**src/rtl/operand_launcher.sv**
```systemverilog
// Input-side launcher: synchronises and debounces the start/operand switches, latches one
// operand per press and runs a four-phase s/done handshake with a watchdog and run counter.
module operand_launcher #(
   parameter int DEBOUNCE_CYCLES = 250000,
   parameter int TIMEOUT_CYCLES  = 1024
) (
   input  logic       clock,
   input  logic       reset_b,
   input  logic       start_sw,
   input  logic [7:0] data_sw,
   input  logic       done,
   output logic       s,
   output logic [7:0] data_A,
   output logic       busy,
   output logic       timeout,
   output logic [7:0] run_count
);

   localparam int DB_W = (DEBOUNCE_CYCLES > 1) ? $clog2(DEBOUNCE_CYCLES) : 1;
   localparam int WD_W = (TIMEOUT_CYCLES > 1) ? $clog2(TIMEOUT_CYCLES) : 1;
   localparam logic [DB_W-1:0] DB_LAST = DB_W'(DEBOUNCE_CYCLES - 1);
   localparam logic [DB_W-1:0] DB_ONE  = DB_W'(1);
   localparam logic [WD_W-1:0] WD_LAST = WD_W'(TIMEOUT_CYCLES - 1);
   localparam logic [WD_W-1:0] WD_ONE  = WD_W'(1);

   typedef enum logic [1:0] {
      ST_IDLE    = 2'd0,
      ST_RUN     = 2'd1,
      ST_RELEASE = 2'd2,
      ST_FAULT   = 2'd3
   } state_t;

   logic            r_start_meta;
   logic            r_start_sync;
   logic [7:0]      r_data_meta;
   logic [7:0]      r_data_sync;
   logic [DB_W-1:0] r_db_cnt;
   logic            r_start_db;
   logic            r_start_db_q;
   logic            w_start_edge;

   state_t          r_state;
   logic            r_s;
   logic            r_busy;
   logic [7:0]      r_data_a;
   logic            r_timeout;
   logic [7:0]      r_run_count;
   logic [WD_W-1:0] r_wd;

   // Two-flop synchronisers for the asynchronous switch inputs
   always_ff @(posedge clock or negedge reset_b) begin
      if (!reset_b) begin
         r_start_meta <= 1'b0;
         r_start_sync <= 1'b0;
         r_data_meta  <= 8'd0;
         r_data_sync  <= 8'd0;
      end else begin
         r_start_meta <= start_sw;
         r_start_sync <= r_start_meta;
         r_data_meta  <= data_sw;
         r_data_sync  <= r_data_meta;
      end
   end

   // Debounce: the synchronised level must disagree for DEBOUNCE_CYCLES straight cycles
   always_ff @(posedge clock or negedge reset_b) begin
      if (!reset_b) begin
         r_db_cnt     <= '0;
         r_start_db   <= 1'b0;
         r_start_db_q <= 1'b0;
      end else begin
         r_start_db_q <= r_start_db;
         if (r_start_sync == r_start_db) begin
            r_db_cnt <= '0;
         end else if (r_db_cnt == DB_LAST) begin
            r_start_db <= r_start_sync;
            r_db_cnt   <= '0;
         end else begin
            r_db_cnt <= r_db_cnt + DB_ONE;
         end
      end
   end

   assign w_start_edge = r_start_db & ~r_start_db_q;

   // Launch/handshake FSM; s and busy are registered alongside the next state
   always_ff @(posedge clock or negedge reset_b) begin
      if (!reset_b) begin
         r_state     <= ST_IDLE;
         r_s         <= 1'b0;
         r_busy      <= 1'b0;
         r_data_a    <= 8'd0;
         r_timeout   <= 1'b0;
         r_run_count <= 8'd0;
         r_wd        <= '0;
      end else begin
         case (r_state)
            ST_IDLE: begin
               if (w_start_edge) begin
                  r_data_a  <= r_data_sync;
                  r_timeout <= 1'b0;
                  r_wd      <= '0;
                  r_state   <= ST_RUN;
                  r_s       <= 1'b1;
                  r_busy    <= 1'b1;
               end else begin
                  r_s    <= 1'b0;
                  r_busy <= 1'b0;
               end
            end
            ST_RUN: begin
               r_wd <= r_wd + WD_ONE;
               // done takes priority over a watchdog expiry in the same cycle
               if (done) begin
                  r_state     <= ST_RELEASE;
                  r_run_count <= r_run_count + 8'd1;
                  r_s         <= 1'b0;
               end else if (r_wd == WD_LAST) begin
                  r_state   <= ST_FAULT;
                  r_timeout <= 1'b1;
                  r_s       <= 1'b0;
               end else begin
                  r_s <= 1'b1;
               end
            end
            ST_RELEASE: begin
               r_s <= 1'b0;
               if (!done) begin
                  r_state <= ST_IDLE;
                  r_busy  <= 1'b0;
               end else begin
                  r_busy <= 1'b1;
               end
            end
            ST_FAULT: begin
               r_s <= 1'b0;
               if (!done && !r_start_db) begin
                  r_state <= ST_IDLE;
                  r_busy  <= 1'b0;
               end else begin
                  r_busy <= 1'b1;
               end
            end
            default: begin
               r_state <= ST_IDLE;
               r_s     <= 1'b0;
               r_busy  <= 1'b0;
            end
         endcase
      end
   end

   assign s         = r_s;
   assign data_A    = r_data_a;
   assign busy      = r_busy;
   assign timeout   = r_timeout;
   assign run_count = r_run_count;

endmodule

```
**config.mk**
```make
export PLATFORM = sky130hd
export DESIGN_NAME = operand_launcher
export DESIGN_NICKNAME = d
export VERILOG_FILES = /design/src/rtl/operand_launcher.sv
export SDC_FILE = /design/constraint.sdc
export NUM_CORES = 1
export LEC_CHECK = 0
export BUFFER_PORTS_ARGS = -buffer_cell sky130_fd_sc_hd__buf_2
export CAP_MARGIN = 15
export CORE_ASPECT_RATIO = 2
export CORE_MARGIN = 2
export CORE_UTILIZATION = 55
export DETAILED_ROUTE_END_ITERATION = 7
export GPL_TIMING_DRIVEN = 0
export PLACE_DENSITY_LB_ADDON = 0.2
export SLEW_MARGIN = 20
export SYNTH_ARGS = -nofsm -noshare
export SYNTH_HDL_FRONTEND = slang
export SYNTH_SLANG_ARGS = --single-unit
```
**constraint.sdc**
```tcl
create_clock -name clock -period 4.6 [get_ports clock]
set_input_delay 0.46 -clock clock [delete_from_list [all_inputs] [get_ports clock]]
set_output_delay 0.46 -clock clock [all_outputs]
set_load 0.1 [all_outputs]
```
==> flow_metrics.py, run 1 <==
metrics = {
    "route": {
        "wire_per_inst_um": 14.8,
        "drc_errors": 0,
        "vias": 1993,
        "drt-total-wl_um": 5270,
        "dr.pass1.iters": 4,
        "via_per_inst": 5.60,
        "drtAntennaViolNets": 0,
        "first_iter_violations": 59,
    },
    "grt": {
        "grt_usage_pct": 21.2,
        "grt_start_max_net_pins": 58,
        "antenna_found_initial": 0,
        "grt-ovfl-total": 0,
        "grt_pass1_vias": 2035,
        "grt_pass1_wl_um": 8820,
    },
    "timing": {
        "setup_ws_ps": 2490,
        "skew_ps": 7.95,
        "rsz0062_at_grt": "no",
        "tns_ps": 0,
        "min_period_ps": 2110,
        "slew_viol_final": 0,
        "fmax_mhz": 474,
        "slew_headroom_pct": 39.2,
        "fin_crit_sh_pct": 45.9,
        "setup_viol": 0,
        "worst_slew_pin_slew_ps": 909,
        "hold_viol": 0,
    },
    "power": {
        "p_sw_w": 0.000278,
        "cellPowerDensity_nw_per_um2": 356,
        "finalPower_w": 0.00116,
        "ir_drop_mv": 0.319,
        "comb_power_share_pct": 7.5,
        "p_int_w": 0.000886,
        "power.leakage_nw": 1.60,
        "p_seq_share_pct": 55.0,
        "p_sw_share_pct": 23.9,
        "p_clk_share_pct": 37.5,
    },
    "final_layout": {
        "post_layout_nonfiller_instances": 356,
        "syn2layout_area_growth_pct": 15.4,
        "register_area_um2": 1730,
        "fill_cells": 399,
        "diodes": 0,
        "drive_above_1_share_pct": 18.5,
        "final_nets": 309,
        "multiInputGateArea_um2": 1040,
    },
    "min_path": {
        "hold_path.class": "in -> reg",
        "hold_start": "start_sw",
        "hold_depth": 1,
        "whs_endpoint": "r_start_meta",
    },
    "critical_path": {
        "path_max_fanout": 10,
        "worstRegToRegCells": 5,
        "crit_chain": "buf_2 > nor4b_2 > nor2_1 > o21ai_0 > o21ai_0",
        "critPathLaunchType": "flop",
        "r2r_end": "r_wd[3]",
        "regToRegStartpoint": "r_state[1]",
        "critPathSlowestCell": "nor4b_2",
        "required_ps": 4810,
        "crit_start": "r_state[1]",
        "path_common_cell": "o21ai_0",
        "r2r_slack_ps": 2490,
        "critPathMaxStageDelay_ps": 800,
        "critPathCaptureType": "flop",
        "critPathArrivalTime_ps": 2320,
        "critPathKind": "reg -> reg",
    },
    "place": {
        "dpl.hpwl_um": 3690,
        "place_ws_ps": 2440,
        "io_buffers": 29,
        "gp_congestion": 0.804,
        "dpl.cell_count": 340,
    },
    "clock_tree": {
        "clk_latency_ps": 340,
        "cts_resized": 0,
        "clock_sinks": 69,
        "cts_tree": "yes",
        "cts_buffers": 9,
        "clockBufferDepth": 2,
        "clock-root-buffer": "clkbuf_8",
        "htree_levels": 3,
        "path_clk_slew_ps": 60,
    },
    "synth": {
        "ys_types": 37,
        "synth-seq-cells": 69,
        "ys_async_sr_fraction_pct": 100,
        "ys.flop_type": "dfrtp_1",
        "yosys_warnings": 0,
        "syn_inst": 252,
        "synth.yosys.seq_area_share_pct": 61.0,
        "synth_edf_count": 0,
        "syn_area_um2": 2830,
        "postSynthAreaPerCell_um2": 11.2,
        "syn_nets": 267,
    },
    "die": {
        "dieWidth_um": 54.7,
        "die_area_um2": 5780,
        "row_count": 37,
        "coreArea_um2": 5050,
        "start_util_pct": 56.1,
        "die_h_um": 105,
        "top_level_ports": 31,
    },
    "status": {
        "outcome": "finished clean",
    },
    "job": {
        "maxCapViolCount": 0,
    },
}
registers in the layout (all words and copies together) (netlist names):
register,count
busy,1
data_A,8
r_data_meta,8
r_data_sync,8
r_db_cnt,18
r_start_db,1
r_start_db_q,1
r_start_meta,1
r_start_sync,1
r_state,2
r_wd,10
run_count,8
s,1
timeout,1
how the worst max path moves through the flow:
stage	slack [ps]	end
6_report	2490	r_wd[3]
5_1_grt	2260	r_wd[3]
3_3_place_gp	2540	r_wd[7]
3_5_place_dp	2440	r_wd[3]
2_1_floorplan	2610	run_count[6]
4_1_cts	2430	r_wd[3]
stage by stage:
stage,utilization (%),hold WS (ps),cell area [um2]
after global routing,64.8,211,3270
final,64.8,224,3270
after CTS,64.8,214,3270
after floorplan,-,164,2830
after detailed placement,61.0,325,3080
after global placement,60.5,332,3050
critical path: cells and delay by family, from the launching register on:
family | cells | cell delay, ps
and+or+nand+nor | 2 | 1070
buffers and inverters | 1 | 170
AOI/OAI and AO/OA | 2 | 390
DFF | 1 | 360
cells in the mapped netlist, types with 4 or more instances:
master / instances / area share, %
o21ai_0: 16 / 2.8
dfrtp_1: 69 / 61
nor4_1: 4 / 0.88
nand2_1: 40 / 5.3
clkbuf_1: 7 / 0.93
xor2_1: 15 / 4.6
nand4_1: 10 / 2.2
xnor2_1: 7 / 2.2
a21oi_1: 5 / 0.88
nor2_1: 20 / 2.7
nand3_1: 16 / 2.8
and4_1: 4 / 1.2
cell families after synthesis:
| logic type | after synthesis | synth area share [%] |
|---|---|---|
| AO/OA/AOI/OAI | 29 | 6.80 |
| AND/OR/NAND/NOR | 112 | 20.2 |
| XOR/XNOR | 22 | 6.80 |
| buffers and inverters | 13 | 2.34 |
| multiplexers | 4 | 1.55 |
| adder cells (fa/ha/maj) | 3 | 1.33 |
| flip-flops | 69 | 61.0 |
power by group through the flow:
stage	clock [W]	combinational, W	sequential, W
3_5_place_dp	0	0.0000880	0.000651
4_1_cts	0.000447	0.0000889	0.000640
5_1_grt	0.000474	0.0000961	0.000641
2_1_floorplan	0	0.0000221	0.000683
3_3_place_gp	0	0.0000817	0.000649
6_report	0.000436	0.0000870	0.000640
layer usage:
metal / vias to the layer above / GRT usage, % / share of wire [%]
met5: - / 0 / 0
met4: 0 / 12.9 / 2.8
met3: 10 / 4.82 / 4.5
met2: 50 / 31.6 / 49
met1: 972 / 26.8 / 43
li1: 961 / - / -
cell usage in the layout, fill, tap and decap left out, drive strengths merged:
cell and n:
a31oi 1, nand3b 1, ha 3, mux2 3
xnor2 7, clkinv 1, nor3 2, and3 3
nand2b 1, a21oi 5, and4 4, mux2i 1
and2 2, o31ai 2, nor4b 2, nand3 16
a311o 1, a221o 2, or4b 2, inv 2
nand4 11, a22o 1, xor2 15, buf 34
dfrtp 69, nor2b 1, nor3b 1, or4 1
o21ai 16, nor2 20, nand2 40, clkbuf 21
o41ai 1, nor4 4, or3 1, dlygate4sd3 1
timing repair:
action / 4_1_cts / 5_1_grt
endpoints found under the hold margin: 12 / 0
hold buffers: 1 / 0
endpoints found under the setup margin: 0 / 0
buffers inserted: 0 / 0
layout make-up:
type / count / share of cell area (%)
flip-flops and latches: 69 / 52.8
clock inverters: 1 / 0.153
repair buffers: 31 / 5.67
clock buffers: 14 / 5.28
plain buffers: 11 / 1.80
well taps: 58 / 2.22
inverters: 2 / 0.230
multi-input cells: 170 / 31.8
Power figures use the tool's default switching activity.
==> run 2, diff against run 1 <==
--- a/config.mk
+++ b/config.mk
@@ -9,7 +9,7 @@
 export CAP_MARGIN = 15
 export CORE_ASPECT_RATIO = 2
 export CORE_MARGIN = 2
-export CORE_UTILIZATION = 55
+export CORE_UTILIZATION = 52
 export DETAILED_ROUTE_END_ITERATION = 7
 export GPL_TIMING_DRIVEN = 0
 export PLACE_DENSITY_LB_ADDON = 0.2
==> constraint.sdc (replaced) <==
create_clock -name clock -period 1.91 [get_ports clock]
set_input_delay 0.191 -clock clock [delete_from_list [all_inputs] [get_ports clock]]
set_output_delay 0.191 -clock clock [all_outputs]
set_load 0.1 [all_outputs]
==> run 2 against run 1 <==
Compared with the run above:
- clock power grew to 2.8 times the previous value
- maximum frequency increased by 17%
- worst setup slack worse by 2400 ps
- largest cell class unchanged
- highest routed layer unchanged
==> flow_metrics.py, run 2 (synthesis results as in run 1) <==
metrics = {
    "power": {
        "p_seq_share_pct": 51.5,
        "p_sw_w": 0.000712,
        "power.leakage_nw": 1.68,
        "cellPowerDensity_nw_per_um2": 872,
        "p_int_w": 0.00228,
        "comb_power_share_pct": 7.6,
        "p_sw_share_pct": 23.8,
        "p_clk_share_pct": 40.9,
        "ir_drop_mv": 0.694,
    },
    "min_path": {
        "hold_path.class": "in -> async",
    },
    "timing": {
        "tns_ps": 0,
        "hold_viol": 0,
        "slew_viol_final": 0,
        "min_period_ps": 1800,
        "rsz0062_at_grt": "no",
        "skew_ps": 7.16,
        "fin_crit_sh_pct": 94.5,
        "worst_hold_slack_ps": 236,
        "worst_slew_pin_slew_ps": 566,
        "fmax_mhz": 554,
        "setup_ws_ps": 105,
        "slew_headroom_pct": 62.1,
        "setup_viol": 0,
    },
    "critical_path": {
        "crit_chain": "ha_1 > and2_1 > clkbuf_1 > a311o_1 > a221o_1",
        "worstRegToRegCells": 5,
        "r2r_end": "r_state[1]",
        "critPathArrivalTime_ps": 2030,
        "critPathMaxStageDelay_ps": 420,
        "critPathSlowestCell": "a311o_1",
        "crit_end": "r_state[1]",
        "r2r_slack_ps": 110,
        "regToRegStartpoint": "r_wd[0]",
        "critPathCaptureType": "flop",
        "critPathKind": "reg -> reg",
        "required_ps": 2140,
        "critPathLaunchType": "flop",
        "crit_start": "r_wd[0]",
        "path_max_fanout": 6,
    },
    "route": {
        "drt-total-wl_um": 5260,
        "drc_errors": 0,
        "dr.pass1.iters": 4,
        "via_per_inst": 5.56,
        "drtAntennaViolNets": 0,
        "wire_per_inst_um": 14.2,
        "first_iter_violations": 62,
        "vias": 2064,
    },
    "final_layout": {
        "regMostFlops": "r_db_cnt",
        "drive_above_1_share_pct": 20.9,
        "largest_reg_flops": 18,
        "final_util_pct": 64.5,
        "diodes": 0,
        "syn2layout_area_growth_pct": 21.2,
        "register_area_um2": 1730,
        "fin_area_um2": 3430,
        "mostFrequentLayoutCell": "dfrtp_1",
        "fill_cells": 419,
        "final_nets": 321,
        "top_regs": "r_db_cnt: 18 flops, r_wd: 10 flops",
        "final_cell_mix": "67 x dfrtp_1, 40 x nand2_1, 30 x buf_2",
        "multiInputGateArea_um2": 1050,
    },
    "clock_tree": {
        "htree_levels": 3,
        "clockBufferDepth": 2,
        "cts_buffers": 9,
        "clock_sinks": 69,
        "path_clk_slew_ps": 70,
        "cts_tree": "yes",
        "clock-root-buffer": "clkbuf_8",
        "clk_latency_ps": 340,
    },
    "job": {
        "maxCapViolCount": 0,
    },
    "die": {
        "start_util_pct": 53.2,
        "row_count": 38,
        "die_h_um": 108,
        "top_level_ports": 31,
        "coreArea_um2": 5330,
        "dieWidth_um": 56.2,
        "die_area_um2": 6090,
    },
    "grt": {
        "grt_start_max_net_pins": 59,
        "antenna_found_initial": 0,
        "grt_pass1_vias": 2056,
        "grt_usage_pct": 19.2,
        "grt-ovfl-total": 0,
        "grt_pass1_wl_um": 9070,
    },
    "place": {
        "dpl.hpwl_um": 3450,
        "placed_cell_area_um2": 3090,
        "io_buffers": 29,
        "gp_congestion": 0.836,
        "place_ws_ps": -115,
    },
    "status": {
        "outcome": "finished clean",
    },
}
==> run 2: changes by cell type in the layout (fill, tap and decap cells not counted), sizes merged <==
cell and change:
dlygate4sd3 +9, clkinv +2, buf +4, bufinv +1, clkbuf -3
==> run 2: cell type report <==
| type | instances | share of cell area [%] |
|---|---|---|
| multi-input cells | 170 | 30.6 |
| inverters | 2 | 0.219 |
| plain buffers | 10 | 1.64 |
| clock inverters | 4 | 1.31 |
| clock buffers | 12 | 4.81 |
| well taps | 60 | 2.19 |
| flip-flops and latches | 69 | 50.4 |
| repair buffers | 44 | 8.90 |
==> run 2: stage by stage <==
step,total power [W],instances
after floorplan,0.00170,252
after global placement,0.00176,341
after detailed placement,0.00178,342
after CTS,0.00301,368
after global routing,0.00309,371
final,0.00299,371
==> run 2: repair_timing <==
action | in CTS | in global routing
pin swaps | 1 | 2
setup endpoints to repair | 16 | 23
hold buffers | 10 | 0
hold endpoints to repair | 78 | 0
buffers inserted | 0 | 4
resized for setup | 1 | 2
==> run 2: layer usage <==
metal / GRT usage, % / up-vias / wire length (um)
met1: 24.0 / 1000 / 2410
met2: 29.5 / 63 / 2420
met4: 11.9 / 0 / 139
met3: 5.02 / 14 / 287
met5: 0 / - / 0
li1: - / 987 / -
==> run 2: power groups by stage <==
stage	Sequential, W	Combinational, W	Clock [W]
2_1_floorplan	0.00165	0.0000532	0
3_3_place_gp	0.00157	0.000196	0
3_5_place_dp	0.00157	0.000211	0
4_1_cts	0.00154	0.000226	0.00124
5_1_grt	0.00155	0.000252	0.00130
6_report	0.00154	0.000226	0.00123
==> run 2: worst max-delay path: cells and delay by family (launching register included) <==
kind	cells	cell delay [ps]
AOI/OAI and AO/OA	2	750
buffers and inverters	1	150
adders and majority gates	1	230
and+or+nand+nor	1	160
DFF	1	410
==> run 2: worst min-delay path by stage <==
stage | slack, ps | to | start | cells past startpoint
6_report | 240 | r_db_cnt[12] | reset_b | 2
5_1_grt | 240 | r_db_cnt[9] | reset_b | 2
4_1_cts | 240 | r_db_cnt[12] | reset_b | 2
3_5_place_dp | 50 | r_db_cnt[10] | reset_b | 1
3_3_place_gp | 300 | r_data_meta[0] | data_sw[0] | 1
2_1_floorplan | -100 | busy | reset_b | 0
==> run 3, diff against run 2 <==
--- a/config.mk
+++ b/config.mk
@@ -9,7 +9,7 @@
 export CAP_MARGIN = 15
 export CORE_ASPECT_RATIO = 2
 export CORE_MARGIN = 2
-export CORE_UTILIZATION = 52
+export CORE_UTILIZATION = 45
 export DETAILED_ROUTE_END_ITERATION = 7
 export GPL_TIMING_DRIVEN = 0
 export PLACE_DENSITY_LB_ADDON = 0.2
==> run 3 against run 2 <==
Compared with the run above:
- total power grew 17%
- via count shrank 1.7%
- count of clock-buffer cells in the layout shrank 2
- utilization shrank 5.6 points
- worst hold slack gained 85 ps
- final cell count grew 6.2%
- maximum frequency shrank 1.6%
- critical path depth is the same
- sequential share of layout area shrank 1.8 points
- register-to-register slack lost 30 ps
- critical path type unchanged
- critical endpoint unchanged
- largest cell class unchanged
==> flow_metrics.py, run 3 (synthesis results as in run 1) <==
metrics = {
    "status": {
        "outcome": "finished clean",
    },
    "timing": {
        "tns_ps": 0,
        "fmax_mhz": 545,
        "slew_viol_final": 0,
        "skew_ps": 4.41,
        "rsz0062_at_grt": "no",
        "worst_slew_pin_slew_ps": 503,
        "fin_crit_sh_pct": 96.0,
        "worst_hold_slack_ps": 322,
        "hold_viol": 0,
        "setup_viol": 0,
        "slew_headroom_pct": 66.7,
        "min_period_ps": 1830,
    },
    "grt": {
        "grt_pass1_vias": 2106,
        "grt-ovfl-total": 0,
        "grt_pass1_wl_um": 9600,
        "grt_usage_pct": 18.8,
        "grt_start_max_net_pins": 45,
        "antenna_found_initial": 0,
    },
    "route": {
        "first_iter_violations": 115,
        "via_per_inst": 5.15,
        "wire_per_inst_um": 14.2,
        "drt-total-wl_um": 5600,
        "dr.pass1.iters": 4,
        "drtAntennaViolNets": 0,
        "vias": 2028,
        "drc_errors": 0,
    },
    "power": {
        "p_clk_share_pct": 49.4,
        "p_seq_share_pct": 44.1,
        "p_sw_share_pct": 21.6,
        "comb_power_share_pct": 6.5,
        "p_sw_w": 0.000756,
        "power.leakage_nw": 1.73,
        "ir_drop_mv": 0.601,
        "finalPower_w": 0.00350,
        "p_int_w": 0.00274,
        "cellPowerDensity_nw_per_um2": 982,
    },
    "critical_path": {
        "crit_chain": "and3_1 > clkbuf_1 > and4_1 > a311o_1 > a221o_1",
        "crit_buf_inv": 1,
        "critPathSlowestCell": "dfrtp_1",
        "path_max_fanout": 6,
        "critPathLaunchType": "flop",
        "critPathCaptureType": "flop",
        "critPathKind": "reg -> reg",
        "path_delay_family": "compound AO/OA/AOI/OAI gates",
        "critPathArrivalTime_ps": 2040,
        "critPathMaxStageDelay_ps": 430,
        "required_ps": 2110,
    },
    "clock_tree": {
        "clock-root-buffer": "clkbuf_16",
        "cts_tree": "yes",
        "clk_latency_ps": 320,
        "path_clk_slew_ps": 50,
        "clock_sinks": 69,
        "cts_buffers": 9,
        "clockBufferDepth": 2,
        "htree_levels": 3,
    },
    "final_layout": {
        "post_layout_nonfiller_instances": 394,
        "regMostFlops": "r_db_cnt",
        "drive_above_1_share_pct": 20.6,
        "syn2layout_area_growth_pct": 25.7,
        "multiInputGateArea_um2": 1050,
        "final_nets": 321,
        "register_area_um2": 1730,
        "largest_reg_flops": 18,
        "diodes": 0,
        "top_regs": "r_db_cnt: 18 flops, r_wd: 10 flops",
        "mostFrequentLayoutCell": "dfrtp_1",
        "final_cell_mix": "67 x dfrtp_1, 40 x nand2_1, 29 x buf_2",
        "fill_cells": 513,
    },
    "job": {
        "maxCapViolCount": 0,
    },
    "die": {
        "coreArea_um2": 6060,
        "dieWidth_um": 60.1,
        "die_area_um2": 6980,
        "row_count": 40,
        "top_level_ports": 31,
        "die_h_um": 116,
        "start_util_pct": 46.8,
    },
    "place": {
        "dpl.hpwl_um": 3740,
        "io_buffers": 29,
        "gp_congestion": 0.817,
        "dpl.cell_count": 366,
    },
    "min_path": {
        "hold_path.class": "in -> async",
    },
}
## run 3: final timing paths
| path | startpoint | to | slack (ps) | depth (start not counted) |
|---|---|---|---|---|
| min reg2reg | r_data_meta[6] | r_data_sync[6] | 350 | 0 |
| max reg2reg | r_wd[3] | r_state[1] | 80 | 5 |
| min | reset_b | r_db_cnt[7] | 320 | 2 |
| max in group asynchronous | reset_b | data_A[0] | 1050 | 3 |
| max | r_wd[3] | r_state[1] | 80 | 5 |
| min in group clock | done | run_count[2] | 340 | 3 |
## run 3: power by group through the flow
stage / sequential (W) / combinational (W) / clock, W
2_1_floorplan: 0.00165 / 0.0000532 / 0
3_3_place_gp: 0.00157 / 0.000201 / 0
3_5_place_dp: 0.00157 / 0.000211 / 0
4_1_cts: 0.00154 / 0.000231 / 0.00177
5_1_grt: 0.00155 / 0.000249 / 0.00184
6_report: 0.00154 / 0.000226 / 0.00173
## run 3: through the flow
stage / setup slack [ps] / cell area, um2 / util, %
floorplan: 11.6 / 2840 / -
global placement: -201 / 3090 / 51.0
detailed placement: -160 / 3110 / 51.3
CTS: 81.8 / 3550 / 58.6
global route: 9.81 / 3560 / 58.8
finish: 76.8 / 3560 / 58.8
## run 3: area by class of cell
type / instances / share of cell area [%]
Clock inverter: 5 / 2.11
Timing Repair Buffer: 44 / 8.36
Sequential cell: 69 / 48.6
Tap cell: 84 / 2.95
Inverter: 2 / 0.211
Buffer: 10 / 1.65
Multi-Input combinational cell: 170 / 29.4
Clock buffer: 10 / 6.71
## run 3: worst reg2reg max path: cells and delay by family (launching register included)
| family | cells | cell delay, ps |
|---|---|---|
| compound gates | 2 | 670 |
| flops | 1 | 430 |
| simple gates | 2 | 460 |
| buf+inv | 1 | 150 |
## run 3: metal layers
layer	up-vias	wire, um	track usage [%]
met5	-	0	0
met4	0	149	10.7
met3	14	149	5.09
met2	42	3130	32.9
met1	985	2180	19.3
li1	987	-	-
## run 3: repair_timing
action                                  4_1_cts  5_1_grt
hold endpoints to repair                     34        0
hold buffers                                 10        0
gates resized for setup                       1        3
setup buffers                                 2        2
endpoints found under the setup margin       16       12
pin swaps                                     1        1
